**src/rtl/i2s_tx_seq.sv**
```systemverilog
// rtl/i2s_tx_seq.sv - I2S transmit sequencer: one-pair sample buffer, frame load, MSB-first serialiser
module i2s_tx_seq #(
    parameter int DATA_W     = 32,
    parameter int UNDR_CNT_W = 16
) (
    input  logic                  clk_i,
    input  logic                  rst_n_i,
    input  logic                  en_i,
    input  logic                  chl_i,
    input  logic                  sck_i,
    input  logic                  ws_i,
    input  logic                  sample_valid_i,
    output logic                  sample_ready_o,
    input  logic [DATA_W-1:0]     sample_l_i,
    input  logic [DATA_W-1:0]     sample_r_i,
    output logic                  clk_en_o,
    output logic                  sd_o,
    output logic                  busy_o,
    output logic                  underrun_o,
    output logic [UNDR_CNT_W-1:0] underrun_cnt_o
);
    typedef enum logic [1:0] {S_IDLE, S_SYNC, S_RUN, S_DRAIN} state_t;

    state_t                r_state;
    state_t                w_state_nxt;
    logic                  r_sck_d;
    logic                  r_ws_d;
    logic                  r_buf_full;
    logic [DATA_W-1:0]     r_buf_l;
    logic [DATA_W-1:0]     r_buf_r;
    logic [DATA_W-1:0]     r_frm_r;
    logic                  r_frm_chl;
    logic [31:0]           r_shift;
    logic                  r_sd;
    logic                  r_undr;
    logic [UNDR_CNT_W-1:0] r_undr_cnt;

    logic                  w_fall;
    logic                  w_ws_chg;
    logic                  w_lstart;
    logic                  w_rstart;
    logic                  w_load;
    logic                  w_push;
    logic                  w_stop;
    logic                  w_shifting;
    logic [DATA_W-1:0]     w_new_l;
    logic [DATA_W-1:0]     w_new_r;

    // 16-bit words are left-justified so the shifter always emits from bit 31
    function automatic logic [31:0] fmt_word(input logic [DATA_W-1:0] w, input logic chl);
        logic [31:0] w32;
        w32 = 32'(w);
        return chl ? w32 : {w32[15:0], 16'h0000};
    endfunction

    assign w_fall     = r_sck_d & ~sck_i;
    assign w_ws_chg   = w_fall & (ws_i != r_ws_d);
    assign w_lstart   = w_ws_chg & ~ws_i;
    assign w_rstart   = w_ws_chg & ws_i;
    assign w_shifting = (r_state == S_RUN) || (r_state == S_DRAIN);
    assign w_load     = w_lstart & ((r_state == S_RUN) |
                                    (((r_state == S_SYNC) | (r_state == S_DRAIN)) & en_i));
    assign w_stop     = w_lstart & (r_state == S_DRAIN) & ~en_i;
    assign w_push     = sample_valid_i & ~r_buf_full;
    assign w_new_l    = r_buf_full ? r_buf_l : '0;
    assign w_new_r    = r_buf_full ? r_buf_r : '0;

    always_comb begin
        w_state_nxt = r_state;
        unique case (r_state)
            S_IDLE:  if (en_i) w_state_nxt = S_SYNC;
            S_SYNC: begin
                if (!en_i)         w_state_nxt = S_IDLE;
                else if (w_lstart) w_state_nxt = S_RUN;
            end
            S_RUN:   if (!en_i) w_state_nxt = S_DRAIN;
            S_DRAIN: begin
                if (en_i)          w_state_nxt = S_RUN;
                else if (w_lstart) w_state_nxt = S_IDLE;
            end
            default: w_state_nxt = S_IDLE;
        endcase
    end

    always_ff @(posedge clk_i) begin
        if (!rst_n_i) begin
            r_state    <= S_IDLE;
            r_sck_d    <= 1'b0;
            r_ws_d     <= 1'b0;
            r_buf_full <= 1'b0;
            r_buf_l    <= '0;
            r_buf_r    <= '0;
            r_frm_r    <= '0;
            r_frm_chl  <= 1'b0;
            r_shift    <= '0;
            r_sd       <= 1'b0;
            r_undr     <= 1'b0;
            r_undr_cnt <= '0;
        end else begin
            r_state <= w_state_nxt;
            r_sck_d <= sck_i;
            if (w_fall) r_ws_d <= ws_i;

            // push and consume are exclusive: push needs an empty buffer, consume a full one
            if (w_push) begin
                r_buf_full <= 1'b1;
                r_buf_l    <= sample_l_i;
                r_buf_r    <= sample_r_i;
            end else if (w_load && r_buf_full) begin
                r_buf_full <= 1'b0;
            end

            r_undr <= w_load & ~r_buf_full;
            if (w_load) begin
                r_frm_r   <= w_new_r;
                r_frm_chl <= chl_i;
                if (!r_buf_full && (r_undr_cnt != '1))
                    r_undr_cnt <= r_undr_cnt + UNDR_CNT_W'(1);
            end

            if (r_state == S_IDLE) begin
                r_shift <= '0;
                r_sd    <= 1'b0;
            end else if (w_fall) begin
                // the ws-edge fall still emits the previous word's LSB
                r_sd <= w_stop ? 1'b0 : r_shift[31];
                if (w_load)
                    r_shift <= fmt_word(w_new_l, chl_i);
                else if (w_rstart && w_shifting)
                    r_shift <= fmt_word(r_frm_r, r_frm_chl);
                else
                    r_shift <= {r_shift[30:0], 1'b0};
            end
        end
    end

    assign sample_ready_o = ~r_buf_full;
    assign clk_en_o       = (r_state != S_IDLE);
    assign busy_o         = (r_state != S_IDLE);
    assign sd_o           = r_sd;
    assign underrun_o     = r_undr;
    assign underrun_cnt_o = r_undr_cnt;
endmodule
```
**config.mk**
```make
export PLATFORM = sky130hd
export DESIGN_NAME = i2s_tx_seq
export DESIGN_NICKNAME = d
export VERILOG_FILES = /design/src/rtl/i2s_tx_seq.sv
export SDC_FILE = /design/constraint.sdc
export NUM_CORES = 1
export LEC_CHECK = 0
export CAP_MARGIN = 10
export CORE_MARGIN = 3
export CORE_UTILIZATION = 45
export CTS_CLUSTER_SIZE = 8
export DETAILED_ROUTE_END_ITERATION = 7
export PLACE_DENSITY = 0.75
export SLEW_MARGIN = 20
export SYNTH_ARGS = -nofsm -noshare
export SYNTH_HDL_FRONTEND = slang
export SYNTH_SLANG_ARGS = --single-unit
```
**constraint.sdc**
```tcl
create_clock -name clk_i -period 2.8 [get_ports clk_i]
set_input_delay 0.42 -clock clk_i [delete_from_list [all_inputs] [get_ports clk_i]]
set_output_delay 0.42 -clock clk_i [all_outputs]
set_load 0.01 [all_outputs]
```
==> metrics.md <==
| Metric | Value |
|---|---|
| Row count | 44 |
| First-pass GRT wire length | 27210 um |
| Min-Delay Path Class | flop to flop |
| HPWL after DPL | between 10000 and 15000 um |
| Die width | 128.3 um |
| Via Count | 6065 |
| Critical path class | flop to primary output |
| Final instance area | 8325 um^2 |
| CP endpoint kind | primary output |
| Die area | 16450 um^2 |
| Synth Flop Type | dfxtp_1 |
| Max Fclk | 468.5 MHz |
| DP Worst Slack | 0.3416 ns |
| Status | finished clean |
| Ports | 92 |
| Cell leakage power | 2.768 nW |
| ANT cells | 0 |
| Leading area contributor after synthesis | dfxtp_1 |
| Most common cell after layout, fill and taps aside | nand2_1 |
| CP max FO | 13 |
| Top cells by area, synth | dfxtp_1 (45%), nand2_1 (10%), a21oi_1 (8.2%), nand3_1 (5.5%), o21ai_0 (3.7%) |
| Placed Cells incl. Taps | between 1000 and 1500 |
| Relative slew slack | 0.5440 |
| Peak VDD IR | between 0.0004 and 0.0005 V |
| WL/cell | 15.16 um |
| Synth Register Bits | 152 |
| TritonCTS sink count | 152 |
| Post CTS Setup Buffer Count | 0 |
| Worst R2R Setup Slack | 0.91 ns |
| Antenna violations before repair | 0 |
| Number of flops mapped to enable cells by yosys | 0 |
| PortBufs | 91 |
| Worst reg2reg startpoint | underrun_cnt_o[0] |
| Worst Skew | about 0.010 ns |
| Clock-pin slew on the worst setup and hold paths | about 0.06 ns |
| Tmin final | 2.134 ns |
| Most frequent cells in the layout | nand2_1 (186), dfxtp_1 (152), a21oi_1 (110) |
| Drt drc | 0 |
| Vias in the first global route | 5610 |
| Sequential-to-total area share from yosys stat | 0.4524 |
| Measured slew at the worst slew-check pin | about 0.68 ns |
| Cells after Synth | 838 |
| Power per Cell Area | 583.3 nW/um^2 |
| # H-tree levels | 4 |
| Setup ws final | 0.6657 ns |
| Max-slew violation count | 0 |
| R2R Path End | underrun_cnt_o[14] |
| Final #Nets | 961 |
| Worst reg-to-reg path cell count | 5 |
| ANT nets after route | 0 |
| Mean post-synth cell area | about 8 um^2 |
| Clk root buf | clkbuf_16 |
| CP Launch Type | flop |
| Ys async rst share | 0 |
| Crit. Startpoint | r_state[1] |
| Share of Yosys cell area claimed by the top area cell type | 0.4524 |
| Yosys warnings | 0 |
| CP required | 2.38 ns |
| Crit path to | busy_o |
| Vias per cell | 5.585 |
| Worst-Skew Late Latency | about 0.42 ns |
| Post-synth cell types | 47 |
| Hold slack | 0.4546 ns |
| GPL Wtd Cong | 0.7915 |
| Total GRT Usage | 0.2038 |
| Gr ovfl total | 0 |
| Final wirelength | 16470 um |
| Area growth syn-to-layout | 23.77% |
| Post-Syn Nets | 910 |
| Final Util | 0.5707 |
| Initial DRC count | 467 |
| Starting density of the core | 0.4611 |
| Setup violations, final | 0 |
| Non-Filler Instances | 1086 |
| Critical Path AT | 1.71 ns |
| Period utilisation layout | 0.7622 |
| Largest net degree at the start of global routing | 79 |
| Final number of hold-violating endpoints | 0 |
| Core ar. | 14590 um^2 |
| CTS Hold Bufs | 0 |
| Max cap viols | 0 |
| TritonCTS buffer count | 17 |
| Final Power | 4.857 mW |
| Placed instance area | roughly 7700 um^2 |
| Pre-Repair DR Iteration Count | 5 |
| Share of cells above drive strength 1 | 0.08869 |
| Max clock buf depth | 2 |
| Setup tns final | 0 ns |
| RSZ-0062 raised after global routing | false |
| Die height | 128.3 um |
| Post-CTS resize count | 0 |
| Cell area after synthesis | 6726 um^2 |
| TritonCTS clock tree | yes |
==> power by group <==
group / internal, mW / switching, mW
clock network: 1.27 / 0.970
registers: 2.23 / 0.0416
logic: 0.172 / 0.179
total: 3.67 / 1.19
==> worst max-delay path, cell delays in order (launching register included) <==
cell and delay, ns:
dfxtp_1 0.55, or2_2 0.21, clkdlybuf4s50_1 0.53
==> cell families after synthesis <==
kind of cell / Yosys count / synth area share
simple gates: 323 / 0.2318
compound gates: 241 / 0.2050
mux: 36 / 0.05729
flops: 152 / 0.4524
xor+xnor: 1 / 0.001302
fa+ha+maj: 1 / 0.001860
buf+inv: 84 / 0.05041
==> metal layers <==
metal	routed length [um]	part of all wire	track usage
met5	0	0	0
met4	338	0.021	0.07553
met3	767	0.047	0.04458
met2	7924	0.48	0.3276
met1	7438	0.45	0.2686
==> final cells by class <==
| type | instances | area [um^2] |
|---|---|---|
| repair buffers | 111 | 1086 |
| fillers | 1315 | 6264 |
| clock buffers | 18 | 439.2 |
| clock inverters | 14 | 140.1 |
| multi-input cells | 602 | 3367 |
| inverters | 5 | 20.02 |
| flip-flops and latches | 152 | 3043 |
| well taps | 184 | 230.2 |
==> how the worst min path moves through the flow <==
stage / startpoint / to / slack (ns) / cells after the start
floorplan: r_frm_r[16] / r_frm_r[16] / 0.43 / 2
global placement: r_frm_r[27] / r_frm_r[27] / 0.44 / 2
detailed placement: r_buf_l[20] / r_buf_l[20] / 0.45 / 2
CTS: r_frm_r[21] / r_frm_r[21] / 0.45 / 2
global route: r_buf_l[24] / r_buf_l[24] / 0.48 / 2
finish: r_frm_r[21] / r_frm_r[21] / 0.45 / 2
==> cell usage after synthesis, types with 2 or more instances <==
library cell    n
nand4_1         2
mux2i_1        19
inv_1           4
nand2b_1        2
a21oi_1       110
buf_2          13
nor4_1          2
o311ai_0        2
o31ai_1         9
nand4_4         2
and3_1          3
and4_1         19
nand3_1        74
clkbuf_1       59
o21ai_0        50
buf_4           2
nor2_1          4
or3_1           2
or4_1           8
nor2b_1         3
o211ai_1       16
dfxtp_1       152
a21boi_0       16
buf_1           5
a31oi_1        32
nor3_1          2
mux2_2         16
and2_1          4
nand2_1       188
==> state kept, by name, summed over array words and instances (netlist names) <==
register / cells
r_state: 2
r_frm_r: 32
r_sck_d: 1
sd_o: 1
r_buf_r: 32
underrun_cnt_o: 16
r_shift: 32
r_frm_chl: 1
r_buf_l: 32
underrun_o: 1
r_ws_d: 1
r_buf_full: 1
(Power assumes the default switching activity.)
